File: src/rtl/pong_ball_engine.sv
// rtl/pong_ball_engine.sv - ball motion, wall/paddle bounces and point detection on a 64x64 field
// Optional macro SPEEDUP_EN: the step period shortens as paddle hits accumulate in a rally.
module pong_ball_engine #(
  parameter int TICK_DIV   = 8,
  parameter int PADDLE_H   = 8,
  parameter int HOLD_TICKS = 16
) (
  input  logic       clk_clk,
  input  logic       reset_reset,
  input  logic       enable,
  input  logic       serve,
  input  logic       serve_dx,
  input  logic       serve_dy,
  input  logic [5:0] paddle_a_y,
  input  logic [5:0] paddle_b_y,
  output logic [5:0] ball_x,
  output logic [5:0] ball_y,
  output logic       point_a,
  output logic       point_b,
  output logic       in_play,
  output logic [7:0] hit_count
);

  localparam int DW = $clog2(TICK_DIV + 1);
  localparam int HW = $clog2(HOLD_TICKS + 1);
  localparam logic [DW-1:0] DIV_BASE  = DW'(TICK_DIV);
  localparam logic [HW-1:0] HOLD_LAST = HW'(HOLD_TICKS - 1);

  typedef enum logic [1:0] {S_IDLE, S_PLAY, S_SCORED} state_t;

  state_t        state;
  logic          dx;
  logic          dy;
  logic [DW-1:0] cnt;
  logic [DW-1:0] div_q;
  logic [DW-1:0] div_next;
  logic [HW-1:0] hold;
  logic          step;
  logic          hit_a;
  logic          hit_b;
  logic [5:0]    y_next;
  logic          dy_next;
  logic [7:0]    hits_inc;

  // Paddle span is clipped at the bottom wall so a low paddle still covers row 63.
  function automatic logic paddle_hit(input logic [5:0] top, input logic [5:0] y);
    logic [6:0] bot;
    bot = {1'b0, top} + 7'(PADDLE_H - 1);
    if (bot > 7'd63) bot = 7'd63;
    return (y >= top) && ({1'b0, y} <= bot);
  endfunction

  assign hit_a    = paddle_hit(paddle_a_y, ball_y);
  assign hit_b    = paddle_hit(paddle_b_y, ball_y);
  assign step     = enable && (state != S_IDLE) && (cnt == div_q - DW'(1));
  assign hits_inc = (hit_count == 8'd255) ? hit_count : hit_count + 8'd1;

  always_comb begin
    y_next  = ball_y;
    dy_next = dy;
    if (dy) begin
      if (ball_y == 6'd63) begin
        y_next  = 6'd62;
        dy_next = 1'b0;
      end else begin
        y_next = ball_y + 6'd1;
      end
    end else begin
      if (ball_y == 6'd0) begin
        y_next  = 6'd1;
        dy_next = 1'b1;
      end else begin
        y_next = ball_y - 6'd1;
      end
    end
  end

`ifdef SPEEDUP_EN
  logic [7:0] hits_after;

  // Period for the next step uses the hit count including a hit made on this step.
  always_comb begin
    hits_after = hit_count;
    if (state == S_PLAY &&
        ((!dx && ball_x == 6'd1 && hit_a) || (dx && ball_x == 6'd62 && hit_b)))
      hits_after = hits_inc;
    if (hits_after >= 8'd8)
      div_next = DIV_BASE >> 2;
    else if (hits_after >= 8'd4)
      div_next = DIV_BASE >> 1;
    else
      div_next = DIV_BASE;
  end
`else
  assign div_next = DIV_BASE;
`endif

  always_ff @(posedge clk_clk) begin
    if (reset_reset) begin
      state     <= S_IDLE;
      ball_x    <= 6'd32;
      ball_y    <= 6'd32;
      dx        <= 1'b0;
      dy        <= 1'b0;
      cnt       <= '0;
      div_q     <= DIV_BASE;
      hold      <= '0;
      hit_count <= 8'd0;
      point_a   <= 1'b0;
      point_b   <= 1'b0;
      in_play   <= 1'b0;
    end else begin
      point_a <= 1'b0;
      point_b <= 1'b0;
      case (state)
        S_IDLE: begin
          if (enable && serve) begin
            dx        <= serve_dx;
            dy        <= serve_dy;
            hit_count <= 8'd0;
            cnt       <= '0;
            div_q     <= DIV_BASE;
            state     <= S_PLAY;
            in_play   <= 1'b1;
          end
        end
        S_PLAY: begin
          if (step) begin
            cnt    <= '0;
            div_q  <= div_next;
            ball_y <= y_next;
            dy     <= dy_next;
            if (!dx && ball_x == 6'd1) begin
              if (hit_a) begin
                dx        <= 1'b1;
                ball_x    <= 6'd2;
                hit_count <= hits_inc;
              end else begin
                ball_x  <= 6'd0;
                point_b <= 1'b1;
                hold    <= '0;
                state   <= S_SCORED;
                in_play <= 1'b0;
              end
            end else if (dx && ball_x == 6'd62) begin
              if (hit_b) begin
                dx        <= 1'b0;
                ball_x    <= 6'd61;
                hit_count <= hits_inc;
              end else begin
                ball_x  <= 6'd63;
                point_a <= 1'b1;
                hold    <= '0;
                state   <= S_SCORED;
                in_play <= 1'b0;
              end
            end else begin
              ball_x <= dx ? ball_x + 6'd1 : ball_x - 6'd1;
            end
          end else if (enable) begin
            cnt <= cnt + DW'(1);
          end
        end
        S_SCORED: begin
          if (step) begin
            cnt   <= '0;
            div_q <= div_next;
            if (hold == HOLD_LAST) begin
              ball_x <= 6'd32;
              ball_y <= 6'd32;
              state  <= S_IDLE;
            end else begin
              hold <= hold + HW'(1);
            end
          end else if (enable) begin
            cnt <= cnt + DW'(1);
          end
        end
        default: state <= S_IDLE;
      endcase
    end
  end

endmodule

File: config.mk
export PLATFORM = sky130hd
export DESIGN_NAME = pong_ball_engine
export DESIGN_NICKNAME = d
export VERILOG_FILES = /design/src/rtl/pong_ball_engine.sv
export SDC_FILE = /design/constraint.sdc
export NUM_CORES = 1
export LEC_CHECK = 0
export BUFFER_PORTS_ARGS = -buffer_cell sky130_fd_sc_hd__buf_2
export CAP_MARGIN = 20
export CORE_ASPECT_RATIO = 1.75
export CORE_MARGIN = 2
export CORE_UTILIZATION = 40
export DETAILED_ROUTE_END_ITERATION = 12
export PLACE_DENSITY = 0.56
export SYNTH_ARGS = -nofsm -noshare
export SYNTH_HDL_FRONTEND = slang
export SYNTH_SLANG_ARGS = --single-unit
File: constraint.sdc
create_clock -name clk_clk -period 4.82 [get_ports clk_clk]
set_clock_uncertainty 0.2 [all_clocks]
set_input_delay 0.482 -clock clk_clk [delete_from_list [all_inputs] [get_ports clk_clk]]
set_output_delay 0.482 -clock clk_clk [all_outputs]
set_load 0.02 [all_outputs]
---- Word level (Yosys, flattened, before mapping) ----
Index checks and enable logic that the tools add are counted.
cells by class
  add/subtract/negate cells ............... 10
  eq/ne operators ......................... 20
  $lt $le $gt $ge ......................... 6
  muxes and demuxes ....................... 70
  reduce and logical (&&, ||, !) cells .... 25
  bitwise operators ....................... 4
operators by type and width
  cell                                                                   count
  6-bit 2-to-1 mux                                                       10
  8-bit 2-to-1 mux                                                       7
  5-bit 2-to-1 mux                                                       7
  6-bit case mux with 2 select lines                                     2
  2-bit 2-to-1 mux                                                       10
  4-bit 2-to-1 mux                                                       5
  1-bit 2-to-1 mux                                                       19
  4-bit case mux with 2 select lines                                     2
  8-bit case mux with 2 select lines                                     1
  3-bit inequality test (second input constant)                          5
  6-bit by 3-bit adder with 7-bit output (second input constant)         2
  7-bit by 6-bit > comparator with 1-bit output (second input constant)  2
  6-bit by 7-bit <= comparator with 1-bit output                         2
  7-bit 2-to-1 mux                                                       2
  7-bit AND reduction                                                    2
  6-bit by 1-bit adder with 6-bit output (second input constant)         2
  6-bit equality test (second input constant)                            2
  6-bit >= comparator                                                    2
  6-bit AND reduction                                                    2
  6-bit by 1-bit subtractor with 6-bit output (second input constant)    2
  2-bit inequality test (second input constant)                          5
  5-bit case mux with 2 select lines                                     1
  3-bit AND reduction                                                    3
  8-bit by 1-bit adder with 8-bit output (second input constant)         1
  23 further kinds                                                       37
storage, ports and cells
  output and inout bits ................... 23
  input port bits ......................... 18
  register bits after elaboration ......... 40

---- Longest topological paths before layout ----
Gate-level depths: netlist of the first run.
  depth after elaboration ................. 10
  depth in mapped cells ................... 16

---- Worst setup path before layout of the first run ----
OpenSTA, ideal clock, no wires.
  path kind ............................... input-to-reg
  from .................................... in paddle_a_y[0]
  to ...................................... reg hold[3]
  library setup time ...................... 0.070 ns
  slack ................................... 0.882 ns
  buffers on the path ..................... 0
  data arrival time ....................... 3.667 ns
  stages on the path ...................... 15
  cell sequence ........................... inv_1 > ha_1 > or3_1 > a211oi_1 > a22oi_1 > a21oi_1 > o21ba_2 > ha_1 > nand2_1 > o2111ai_1 > a211oi_2 > a31oi_2 > a311o_1 > or4_1 > a21oi_1
on the way
  longest elaborated chain between the ends .. 7
  elaborated cells on any way between the ends .. 8
RTL lines
  item                                            RTL line  text
  start, declared                                 14        input logic [5:0] paddle_a_y,
  6-bit by 3-bit adder with 7-bit output          48        bot = {1'b0, top} + 7'(PADDLE_H - 1);
  7-bit by 6-bit > comparator with 1-bit output   49        if (bot > 7'd63) bot = 7'd63;
  7-bit 2-to-1 mux                                49
  6-bit by 7-bit <= comparator with 1-bit output  50        return (y >= top) && ({1'b0, y} <= bot);
  1-bit logical AND (*)                           50
  3-bit inequality test (no line) (*)             --
  7-bit AND reduction (no line) (*)               --
  end signal, assigned                            173       hold <= hold + HW'(1);
  end, declared                                   37        logic [HW-1:0] hold;
Every way passes the cells marked *; elsewhere a longest branch is shown, timed or not.
A chain may end at the register's enable or synchronous reset.

---- Worst setup path in the final report of the first run ----
Ends and elaborated chain as after synthesis.

==> results of run 1 <==
[cells in the mapped netlist (4+ instances only)]
library cell   n  area [µm²]
nand2b_1      16         100
a21oi_1       42         210
or3_1          6        37.5
nor3_1        10        50.1
a21o_1         9        67.6
a22oi_1        4        30.0
nand2_1       33         124
o21ai_0       24         120
nand3_1       15        75.1
nor2b_1        7        43.8
inv_1         27         101
clkbuf_1       8        30.0
dfxtp_1       36         721
nand4_1        9        56.3
a31oi_1        7        43.8
nor2_1        38         143
a211oi_1       5        37.5
xnor2_1        7        61.3
and3_1        10        62.6
ha_1          43         538
[per-layer routing]
layer / up-vias / global-route usage (%)
li1: 1608 / -
met1: 1492 / 22.2
met2: 71 / 37.9
met3: 20 / 2.99
met4: 0 / 11.2
met5: - / 0
[layout make-up]
| cell class | count | area [µm²] | area share [%] |
|---|---|---|---|
| repair buffers | 41 | 208 | 5.79 |
| flip-flops and latches | 36 | 721 | 20.1 |
| inverters | 27 | 101 | 2.83 |
| well taps | 88 | 110 | 3.07 |
| multi-input cells | 342 | 2300 | 64.1 |
| clock buffers | 8 | 146 | 4.08 |
[registers in the layout, indices dropped and copies added (netlist names)]
register	count
ball_x	6
ball_y	6
cnt	4
dx	1
dy	1
hit_count	8
hold	5
in_play	1
point_a	1
point_b	1
state	2
[through the flow]
stage	worst slack (ns)	total power [mW]	instances	area (µm²)	utilization, %
2_1_floorplan	0.882	0.575	414	3160	-
5_1_grt	0.475	1.04	542	3580	47.0
6_report	0.747	0.985	542	3580	47.0
3_5_place_dp	0.430	0.650	534	3440	45.1
3_3_place_gp	0.539	0.645	534	3440	45.1
4_1_cts	0.740	0.988	542	3580	47.0
[worst paths after layout]
check             cells after the start  endpoint  slack [ns]     startpoint
hold reg to reg                       2   hold[4]        0.28        hold[4]
hold / removal                        2   hold[4]        0.28        hold[4]
setup reg to reg                      8   hold[3]        1.45      ball_y[2]
setup / recovery                     16   hold[3]        0.75  paddle_a_y[0]
[worst max-delay path: stages]
cell and delay, ns:
buf_2 0.12, inv_1 0.06, ha_1 0.25, or3_1 0.33, a211oi_1 0.30, a22oi_1 0.12
a21oi_1 0.28, o21ba_2 0.21, ha_1 0.28, nand2_1 0.07, o2111ai_1 0.13, a211oi_2 0.30
a31oi_2 0.09, a311o_1 0.42, or4_1 0.49, a21oi_1 0.15
[cells by family (layout without fill, tap and decap cells)]
family / count (synthesis) / in the layout / share of synthesized area (%)
multiplexers: 3 / 3 / 0.991
flip-flops: 36 / 36 / 22.8
buffers and inverters: 36 / 76 / 4.32
XOR/XNOR: 8 / 8 / 2.22
adder cells (fa/ha/maj): 43 / 43 / 17.1
AO/OA/AOI/OAI: 124 / 124 / 25.3
AND/OR/NAND/NOR: 164 / 164 / 27.3
[power breakdown]
part	switching [mW]	internal, mW	leakage (nW)
clock network	0.131	0.206	0.0712
logic	0.195	0.117	1.21
registers	0.0241	0.312	0.291
==> impl_metrics.env, run 1 <==
export IMPL_clock_tree_root_cell="clkbuf_16"
export IMPL_critPathMaxFanout=8
export IMPL_cts_hold_fix_buffers=0
export IMPL_viasPerCell=5.89
export IMPL_final_layout_size_suffix_gt1_share_pct=12.8
export IMPL_clkTransAtPathRegs_ns=0.06
export IMPL_grt_pass1_vias=3116
export IMPL_p_per_area_mw_per_mm2=275
export IMPL_remaining_drc_errors=0
export IMPL_grt_pass1_wl_um=14300
export IMPL_hold_path_class="flip-flop to flip-flop"
export IMPL_wirelength_um=8490
export IMPL_grt_usage_pct=20.7
export IMPL_post_drt_wl_per_cell_um=15.7
export IMPL_rows=42
export IMPL_io_pins=41
export IMPL_finalWeightedCongestion=0.844
export IMPL_synthArstFlopShare_pct=0
export IMPL_insertion_delay_ns=0.29
export IMPL_cts_max_level=2
export IMPL_hold_slack_ns=0.283
export IMPL_crit_path_start_kind="input pin"
export IMPL_fin_crit_sh_pct=84.5
export IMPL_syn_area_mm2=0.00316
export IMPL_slew_viol_final=0
export IMPL_initial_core_util_pct=41.4
export IMPL_ant_nets=0
export IMPL_tightest_slew_ns=0.788
export IMPL_met1_length_um=3400
export IMPL_numCtsBuffers=5
export IMPL_vdd_drop_max_mv=0.232
export IMPL_synth_distinct_cells=58
export IMPL_cts_tree="done"
export IMPL_area_delta_synth_final_pct=13.6
export IMPL_wl_met3_um=291
export IMPL_rsz0062_at_grt="false"
export IMPL_hold_viol=0
export IMPL_synth_ff_type="dfxtp_1"
export IMPL_routed_top_layer="met4"
export IMPL_worstSetupEndpointType="flip-flop"
export IMPL_slew_headroom_pct=47.4
export IMPL_antenna_found_initial=0
export IMPL_timing_fmax_ghz=0.246
export IMPL_globalRouteOverflowTotal=0
export IMPL_syn_nets=475
export IMPL_required_ns=4.84
export IMPL_io_buffers=40
export IMPL_syn_area_per_cell_um2=7.62
export IMPL_fill_cells=776
export IMPL_setup_viol=0
export IMPL_vias=3191
export IMPL_synth_edf_count=0
export IMPL_cts_resized=0
export IMPL_dp_hpwl_um=6530
export IMPL_drt_pass1_iter_count=4
export IMPL_cts_buffer_depth=2
export IMPL_wl_met2_um=4500
export IMPL_path_class="input pin to flip-flop"
export IMPL_timing_setup_tns_ns=0
export IMPL_drv_cap=0
export IMPL_final_common_cell="ha_1"
export IMPL_fin_nets=514
export IMPL_cp_arrival_ns=4.09
export IMPL_die_w_um=71.1
export IMPL_postSynthCellCount=414
export IMPL_die_area_mm2=0.00864
export IMPL_postCtsSetupBuffers=0
export IMPL_cts_sinks=36
export IMPL_core_area_mm2=0.00762
export IMPL_final_cell_mix="43 x ha_1, 42 x a21oi_1, 40 x buf_2"
export IMPL_seq_area_frac_synth_pct=22.8
export IMPL_dr_first_iter_drc_count=115
export IMPL_diodes=0
export IMPL_die_h_um=121
export IMPL_period_needed_ns=4.07
export IMPL_grt_start_max_net_pins=34
export IMPL_leakage_nw=1.57
export IMPL_synth_seq_cells=36
export IMPL_yosysWarnings=0
export IMPL_outcome="complete, no violations"
No activity file was read; power rests on OpenSTA's default activity.
==> run 2, diff against run 1 <==
--- a/config.mk
+++ b/config.mk
@@ -5,13 +5,14 @@
 export SDC_FILE = /design/constraint.sdc
 export NUM_CORES = 1
 export LEC_CHECK = 0
+export ABC_AREA = 1
 export BUFFER_PORTS_ARGS = -buffer_cell sky130_fd_sc_hd__buf_2
 export CAP_MARGIN = 20
 export CORE_ASPECT_RATIO = 1.75
 export CORE_MARGIN = 2
 export CORE_UTILIZATION = 40
 export DETAILED_ROUTE_END_ITERATION = 12
-export PLACE_DENSITY = 0.56
+export PLACE_DENSITY = 0.55
 export SYNTH_ARGS = -nofsm -noshare
 export SYNTH_HDL_FRONTEND = slang
 export SYNTH_SLANG_ARGS = --single-unit
==> constraint.sdc (replaced) <==
create_clock -name clk_clk -period 4.1 [get_ports clk_clk]
set_clock_uncertainty 0.2 [all_clocks]
set_input_delay 0.41 -clock clk_clk [delete_from_list [all_inputs] [get_ports clk_clk]]
set_output_delay 0.41 -clock clk_clk [all_outputs]
set_load 0.02 [all_outputs]
==> run 2 against run 1 <==
- wire length is 2.7% higher
- clock power is 8.3% higher
- synthesized cell count is 30% higher
- final area is 7.3% higher
- core utilization is 0.76 points lower
- critical path type unchanged
- critical endpoint is now state[0]
==> impl_metrics.env, run 2 <==
export IMPL_die_w_um=73.8
export IMPL_final_cell_mix="146 x nand2_1, 83 x inv_1, 49 x nor2_1"
export IMPL_area_delta_synth_final_pct=12.8
export IMPL_wirelength_um=8720
export IMPL_dpl_instance_area_mm2=0.00371
export IMPL_synth_distinct_cells=36
export IMPL_timing_setup_tns_ns=0
export IMPL_leakage_nw=1.97
export IMPL_numCtsBuffers=5
export IMPL_wl_met2_um=4780
export IMPL_slew_viol_final=0
export IMPL_postCtsSetupBuffers=0
export IMPL_period_needed_ns=3.24
export IMPL_drv_cap=0
export IMPL_antenna_found_initial=0
export IMPL_postLayoutCellArea_mm2=0.00385
export IMPL_finalPower_mw=1.34
export IMPL_reg_top3="hit_count x8, ball_x x6, ball_y x6"
export IMPL_syn_nets=600
export IMPL_syn_area_mm2=0.00341
export IMPL_dr_first_iter_drc_count=155
export IMPL_cts_sinks=36
export IMPL_rsz0062_at_grt="false"
export IMPL_worstSetupEndpointType="flip-flop"
export IMPL_slew_headroom_pct=44.7
export IMPL_postSynthCellCount=539
export IMPL_fin_nets=638
export IMPL_io_pins=41
export IMPL_vias=3389
export IMPL_final_setup_worst_slack_ns=0.861
export IMPL_outcome="complete, no violations"
export IMPL_fin_crit_sh_pct=79.0
export IMPL_synth_seq_cells=36
export IMPL_grt_pass1_wl_um=14700
export IMPL_grt_pass1_vias=3270
export IMPL_synth_area_leaders="dfxtp_1 21%, nand2_1 16%, ha_1 16%, inv_1 9.1%, a21oi_1 5.7%"
export IMPL_synth_ff_type="dfxtp_1"
export IMPL_core_area_mm2=0.00831
export IMPL_cts_max_level=2
export IMPL_met1_length_um=3510
export IMPL_clkTransAtPathRegs_ns=0.06
export IMPL_die_area_mm2=0.00931
export IMPL_p_per_area_mw_per_mm2=349
export IMPL_grt_usage_pct=19.8
export IMPL_finalWeightedCongestion=0.876
export IMPL_synth_top_area_share_pct=21.1
export IMPL_tightest_slew_ns=0.829
export IMPL_grt_start_max_net_pins=21
export IMPL_io_buffers=40
export IMPL_remaining_drc_errors=0
export IMPL_cts_hold_fix_buffers=0
export IMPL_rows=44
export IMPL_syn_area_per_cell_um2=6.33
export IMPL_ant_nets=0
export IMPL_crit_end="state[0]"
export IMPL_largest_reg_flops=8
export IMPL_cp_arrival_ns=3.21
export IMPL_globalRouteOverflowTotal=0
export IMPL_synthArstFlopShare_pct=0
export IMPL_setup_viol=0
export IMPL_cts_resized=0
export IMPL_multi_input_area_mm2=0.00233
export IMPL_dp_hpwl_um=6970
export IMPL_routed_top_layer="met4"
export IMPL_yosysTopAreaCell="dfxtp_1"
export IMPL_fill_cells=886
export IMPL_required_ns=4.07
export IMPL_hold_slack_ns=0.224
export IMPL_initial_core_util_pct=41.0
export IMPL_crit_path_start_kind="input pin"
export IMPL_vdd_drop_max_mv=0.321
export IMPL_seq_area_frac_synth_pct=21.1
export IMPL_hold_viol=0
export IMPL_cts_buffer_depth=2
export IMPL_crit_path_start="paddle_b_y[0]"
export IMPL_wl_met3_um=221
export IMPL_diodes=0
export IMPL_detailedPlace_worstSlack_ns=0.565
export IMPL_final_layout_size_suffix_gt1_share_pct=11.3
export IMPL_clock_tree_root_cell="clkbuf_16"
export IMPL_drt_pass1_iter_count=5
export IMPL_reg2reg_slack_ns=1.51
export IMPL_insertion_delay_ns=0.28
export IMPL_path_class="input pin to flip-flop"
export IMPL_die_h_um=126
export IMPL_viasPerCell=4.90
export IMPL_reg2reg_depth=10
export IMPL_regToRegEndpoint="hit_count[2]"
export IMPL_yosysMostFrequentCell="nand2_1"
export IMPL_hold_path_class="input pin to flip-flop"
export IMPL_critPathMaxFanout=7
export IMPL_register_area_um2=721
export IMPL_reg2reg_from="state[1]"
export IMPL_synth_edf_count=0
export IMPL_ys_top_cells_by_count="146 x nand2_1, 83 x inv_1, 49 x nor2_1"
export IMPL_yosysWarnings=0
export IMPL_cts_tree="done"
export IMPL_regMostFlops="hit_count"
export IMPL_final_common_cell="nand2_1"
export IMPL_post_drt_wl_per_cell_um=12.6
export IMPL_timing_fmax_ghz=0.309
-- run 2: cell count changes after synthesis, moves of 11 or more --
cell	previous run	this run
nand2b_1	16	0
nor2_1	38	49
nand2_1	33	146
inv_1	27	83
nand3_1	15	39
-- run 2: per-stage QoR --
step,utilization [%],std cells
floorplan,-,539
global placement,44.7,685
detailed placement,44.7,685
CTS,46.3,692
global route,46.3,692
finish,46.3,692
-- run 2: logic make-up (layout without fill, tap and decap cells) --
kind of cell / after synthesis / in the layout / share of synthesized area (%)
flops: 36 / 36 / 21.1
fa+ha+maj: 43 / 43 / 15.8
simple gates: 278 / 278 / 36.9
buf+inv: 95 / 133 / 10.6
xor+xnor: 17 / 17 / 4.37
compound gates: 70 / 70 / 11.2
-- run 2: area by class of cell --
cell class                      instances  area share (%)
Clock buffer                            6            3.35
Clock inverter                          1           0.130
Inverter                               86            8.39
Multi-Input combinational cell        408            60.5
Sequential cell                        36            18.7
Tap cell                              115            3.74
Timing Repair Buffer                   40            5.20
-- run 2: how the worst min path moves through the flow --
stage / from / slack [ns] / end / cells after the start
final: serve_dy / 0.22 / dy / 3
after global routing: serve_dy / 0.26 / dy / 3
after CTS: serve_dy / 0.23 / dy / 3
after detailed placement: in_play / 0.26 / in_play / 2
after global placement: in_play / 0.25 / in_play / 2
after floorplan: cnt[1] / 0.26 / cnt[1] / 2
-- run 2: worst max-delay path: stages --
cell and delay, ns:
buf_2 0.11, inv_1 0.08, ha_1 0.23, nand2_1 0.09, nand2_1 0.06, xor2_1 0.14
inv_1 0.07, nand3_1 0.06, nor2_1 0.12, nand3_1 0.08, nand2_1 0.15, a21oi_1 0.11
ha_1 0.29, nand2_1 0.07, nand2_1 0.05, a21oi_1 0.14, nand2_1 0.07, nand2_1 0.09
nand4_1 0.30, nand3_1 0.30, nand2_1 0.08, nand2_1 0.06, nor2_1 0.05
-- run 2: power by group --
| part | internal [mW] | total, mW | switching, mW |
|---|---|---|---|
| Clock | 0.221 | 0.366 | 0.145 |
| Sequential | 0.385 | 0.417 | 0.0326 |
| Combinational | 0.192 | 0.558 | 0.366 |
-- run 2: layer usage --
| metal | GRT usage, % | vias up |
|---|---|---|
| li1 | - | 1809 |
| met1 | 21.7 | 1501 |
| met2 | 37.1 | 63 |
| met3 | 2.56 | 16 |
| met4 | 7.17 | 0 |
| met5 | 0 | - |
